--- src/rtl/serial_adder_if.sv ---
// Operand/result bundle for the bit-serial adder/subtractor.
// The requester drives the master side, serial_adder sits on the slave side.
interface serial_adder_if #(
  parameter int WIDTH = 8
);
  logic             start;
  logic [WIDTH-1:0] a;
  logic [WIDTH-1:0] b;
  logic             cin;
  logic             sub;
  logic             busy;
  logic             done;
  logic [WIDTH-1:0] sum;
  logic             cout;
  logic             ovf;

  modport master (
    output start, a, b, cin, sub,
    input  busy, done, sum, cout, ovf
  );

  modport slave (
    input  start, a, b, cin, sub,
    output busy, done, sum, cout, ovf
  );
endinterface

--- src/rtl/serial_adder.sv ---
// Bit-serial adder/subtractor: one result bit per clock, LSB first.
// Subtraction is done as A + ~B + 1, so cout=1 means "no borrow".
// Results (sum/cout/ovf) only move on the completing edge and hold otherwise.
module serial_adder #(
  parameter int WIDTH = 8
) (
  input logic           clk,
  input logic           rst,
  serial_adder_if.slave bus
);

  localparam int CNT_W = (WIDTH > 2) ? $clog2(WIDTH) : 1;

  typedef enum logic [1:0] {
    IDLE,
    RUN,
    DONE
  } state_t;

  state_t           state;
  logic [WIDTH-1:0] a_sr;
  logic [WIDTH-1:0] b_sr;
  logic [WIDTH-1:1] res;
  logic             carry;
  logic [CNT_W-1:0] cnt;
  logic [WIDTH-1:0] sum_q;
  logic             cout_q;
  logic             ovf_q;
  logic             busy_q;
  logic             done_q;

  logic             fa_sum;
  logic             fa_carry;
  logic [WIDTH-1:0] res_next;
  logic             last_bit;

  // Full adder on the operand LSBs; res_next is the result with this bit
  // shifted in from the MSB side, which is the complete sum on the last bit.
  always_comb begin
    fa_sum   = a_sr[0] ^ b_sr[0] ^ carry;
    fa_carry = (a_sr[0] & b_sr[0]) | (carry & (a_sr[0] ^ b_sr[0]));
    res_next = {fa_sum, res[WIDTH-1:1]};
    last_bit = (cnt == CNT_W'(WIDTH - 1));
  end

  // Control FSM plus datapath; on the last bit the carry register still
  // holds the carry into the MSB, which gives the overflow flag directly.
  always_ff @(posedge clk or posedge rst) begin
    if (rst) begin
      state  <= IDLE;
      a_sr   <= '0;
      b_sr   <= '0;
      res    <= '0;
      carry  <= 1'b0;
      cnt    <= '0;
      sum_q  <= '0;
      cout_q <= 1'b0;
      ovf_q  <= 1'b0;
      busy_q <= 1'b0;
      done_q <= 1'b0;
    end else begin
      case (state)
        IDLE, DONE: begin
          done_q <= 1'b0;
          if (bus.start) begin
            a_sr   <= bus.a;
            b_sr   <= bus.sub ? ~bus.b : bus.b;
            carry  <= bus.sub ? 1'b1 : bus.cin;
            cnt    <= '0;
            busy_q <= 1'b1;
            state  <= RUN;
          end else begin
            busy_q <= 1'b0;
            state  <= IDLE;
          end
        end

        RUN: begin
          res   <= res_next[WIDTH-1:1];
          carry <= fa_carry;
          a_sr  <= a_sr >> 1;
          b_sr  <= b_sr >> 1;
          cnt   <= cnt + 1'b1;
          if (last_bit) begin
            sum_q  <= res_next;
            cout_q <= fa_carry;
            ovf_q  <= carry ^ fa_carry;
            busy_q <= 1'b0;
            done_q <= 1'b1;
            state  <= DONE;
          end
        end

        default: begin
          busy_q <= 1'b0;
          done_q <= 1'b0;
          state  <= IDLE;
        end
      endcase
    end
  end

  assign bus.busy = busy_q;
  assign bus.done = done_q;
  assign bus.sum  = sum_q;
  assign bus.cout = cout_q;
  assign bus.ovf  = ovf_q;

endmodule

--- src/flat_wrapper.sv ---
// flat-port wrapper written by rule: the top's interface ports become plain ports
module serial_adder_flat 
#(
  parameter int WIDTH = 8
)
  (clk, rst, bus_start, bus_a, bus_b, bus_cin, bus_sub, bus_busy, bus_done, bus_sum, bus_cout, bus_ovf);
  serial_adder_if #(.WIDTH(WIDTH)) bus_i ();
  input logic clk;
  input logic rst;
  input wire logic [$bits(bus_i.start)-1:0] bus_start;
  input wire logic [$bits(bus_i.a)-1:0] bus_a;
  input wire logic [$bits(bus_i.b)-1:0] bus_b;
  input wire logic [$bits(bus_i.cin)-1:0] bus_cin;
  input wire logic [$bits(bus_i.sub)-1:0] bus_sub;
  output wire logic [$bits(bus_i.busy)-1:0] bus_busy;
  output wire logic [$bits(bus_i.done)-1:0] bus_done;
  output wire logic [$bits(bus_i.sum)-1:0] bus_sum;
  output wire logic [$bits(bus_i.cout)-1:0] bus_cout;
  output wire logic [$bits(bus_i.ovf)-1:0] bus_ovf;
  assign bus_i.start = bus_start;
  assign bus_i.a = bus_a;
  assign bus_i.b = bus_b;
  assign bus_i.cin = bus_cin;
  assign bus_i.sub = bus_sub;
  assign bus_busy = bus_i.busy;
  assign bus_done = bus_i.done;
  assign bus_sum = bus_i.sum;
  assign bus_cout = bus_i.cout;
  assign bus_ovf = bus_i.ovf;
  serial_adder #(.WIDTH(WIDTH)) u_core (.clk(clk), .rst(rst), .bus(bus_i));
endmodule
--- config.mk ---
export PLATFORM = sky130hd
export DESIGN_NAME = serial_adder_flat
export DESIGN_NICKNAME = d
export VERILOG_FILES = /design/src/rtl/serial_adder_if.sv /design/src/rtl/serial_adder.sv /design/src/flat_wrapper.sv
export SDC_FILE = /design/constraint.sdc
export NUM_CORES = 1
export LEC_CHECK = 0
export ABC_AREA = 1
export CAP_MARGIN = 20
export CORE_MARGIN = 4
export CORE_UTILIZATION = 40
export CTS_CLUSTER_SIZE = 8
export DETAILED_ROUTE_END_ITERATION = 12
export SYNTH_ARGS = -nofsm -noshare
export SYNTH_HDL_FRONTEND = slang
export SYNTH_SLANG_ARGS = --single-unit
--- constraint.sdc ---
create_clock -name clk -period 1.8 [get_ports clk]
set_input_delay 0.54 -clock clk [delete_from_list [all_inputs] [get_ports clk]]
set_output_delay 0.54 -clock clk [all_outputs]
set_load 0.01 [all_outputs]
==> results.ini <==
[critical_path]
cp_slowest_cell = clkdlybuf4s50_1
slowest_delay_ps = 550
critPathLaunch = u_core.state[1]
cp.arrival_ps = 1200
criticalPathCategory = reg2out
critical_path.top_delay_family = buffers and inverters
cp_cell_sequence = clkdlybuf4s50_1
crit_required_ps = 1260
cp_max_fo = 2
critPathLaunchType = flop
endpoint_kind = output pin
r2r-start = u_core.cnt[0]
reg2reg_slack_ps = 310
crit_buf_inv = 1

[cells_and_area]
seqCellArea_um2 = 1000
multi_input_area_um2 = 729
fill_cells = 430
final_nets = 293
antenna_cells = 0
area_growth_syn_to_layout_pct = 23.9
drive_above_1_share_pct = 8.24

[clock_network]
cts_made_buffers = 5
cts_resized = 0
clk_path_buf_depth = 2
postCtsSetupRepairBufs = 1
insertion_delay_ps = 280
cts_hold_buf = 0
cts_tree = yes
clockRootBuffer = clkbuf_8
cts_sinks = 40
h-tree-depth = 2
clk_pin_slew_ps = 70

[synthesis]
netlist_instances = 231
syn_area_per_cell_um2 = 8.17
yosysSeqAreaShare_pct = 53.0
synthesis.area_um2 = 1890
synth-async-reset-ratio_pct = 100
netlist_top_cells_count = nand2_1, dfrtp_1, nand3_1
synth.largest_area_cell = dfrtp_1
synthDistinctLibCells = 20
ys.flop_type = dfrtp_1
ys_ff_latch = 40
syn_nets = 255
yosysTopAreaCellShare_pct = 53.0
yosysWarningCount = 0
synthTopCellsByArea = dfrtp_1, nand2_1, nand3_1, inv_1, buf_4
synth.most_common_cell = nand2_1
synth_edf_count = 0

[routing]
drtAntennaViolNets = 0
post_drt_wl_per_cell_um = 11.4
dr.pass1.iters = 4
drcViolationCount = 0
avgViaCountPerCell = 4.65
drt-total-wl_um = 3620
drt_iter0_markers = 73
vias = 1483

[power_and_ir_drop]
peakVddDrop_mv = 0.577
p_leak_nw = 1.23
powerDensity_nw_per_um2 = 1570

[hold_path]
hp-start = u_core.a_sr[6]
holdCritPathClass = reg2reg

[global_routing]
grt_max_degree = 41
grt_pass1_wl_um = 6770
overflow = 0
grt_pass1_vias = 1444
antenna_found_initial = 0
gr-usage-all-layers_pct = 14.3

[sta]
fmaxAchievable_ghz = 0.574
finalHoldViolations = 0
max_slew_margin_pct = 71.0
period_needed_ps = 1740
slew_viol_final = 0
tns_ps = 0
setup_viol = 0
timing.final.crit_share_pct = 96.8
timing.final.ws_setup_ps = 56.9
tightest_slew_ps = 434
rsz0062_at_grt = no
skew_ps = 4.13

[floorplanning]
core-area_um2 = 4470
rows = 24
start_util_pct = 42.2
dieHeight_um = 76.7
die_area_um2 = 5880
io_pins = 33
die_w_um = 76.7

[placed_design]
portBuffers = 32
dp_hpwl_um = 2580
gp_congestion = 0.771
pre_cts_ws_ps = 75.9

[job]
drv_cap = 0

[run_status]
status = finished clean

[routing by layer]
layer	share of wire, %	routed length (um)	GRT usage (%)
met5	0	0	0
met1	49	1780	18.7
met2	45	1630	22.2
met4	1.8	66	5.98
met3	4.1	147	3.98
[cell type report]
type,count,area share (%)
Sequential cell,40,42.8
Multi-Input combinational cell,161,31.2
Timing Repair Buffer,40,16.8
Inverter,21,3.48
Clock buffer,5,2.94
Tap cell,52,2.78
[cell usage in the layout (no fill, tap or decap), types with 5 or more instances in the layout]
cell / n
clkdlybuf4s50_1: 32
nand2_1: 108
dfrtp_1: 40
nand3_1: 38
clkbuf_8: 5
buf_4: 7
inv_1: 18
[kinds of logic (layout without fill, tap and decap cells)]
family	after synthesis	in the layout	share of synthesized area, %
AOI/OAI and AO/OA	3	3	0.794
buffers and inverters	30	66	8.35
adders and majority gates	3	3	2.39
DFF	40	40	53.0
xor gates and xnor gates	2	2	0.928
and+or+nand+nor	153	153	34.5
[where the power goes]
| group | leakage, nW | switching (mW) | internal, mW |
|---|---|---|---|
| logic | 0.694 | 0.853 | 0.710 |
| clock network | 0.0359 | 0.276 | 0.250 |
| registers | 0.504 | 0.272 | 1.32 |
[path summary, 6_finish.rpt]
check | end | cells past startpoint
max | bus_done | 1
min | u_core.a_sr[6] | 2
max reg2reg | u_core.bus.sum[7] | 6
min reg2reg | u_core.a_sr[6] | 2
max in group asynchronous | u_core.bus.sum[5] | 3
min in group asynchronous | u_core.a_sr[2] | 3
[stage by stage]
| step | cells | hold WS, ps | cell area [um^2] | power [mW] | utilization (%) |
|---|---|---|---|---|---|
| 6_report | 319 | 475 | 2340 | 3.68 | 52.3 |
| 3_3_place_gp | 313 | 457 | 2260 | 3.15 | 50.6 |
| 2_1_floorplan | 231 | 442 | 1890 | 2.70 | - |
| 3_5_place_dp | 313 | 460 | 2260 | 3.19 | 50.6 |
| 5_1_grt | 319 | 494 | 2340 | 4.06 | 52.3 |
| 4_1_cts | 319 | 477 | 2340 | 3.73 | 52.3 |
[state kept, by name, indices dropped and copies added (netlist names), 2 cells and up]
register	cells
u_core.cnt	3
u_core.a_sr	8
u_core.b_sr	8
u_core.bus.sum	8
u_core.res	7
u_core.state	2
No activity file was read; power rests on OpenSTA's default activity.
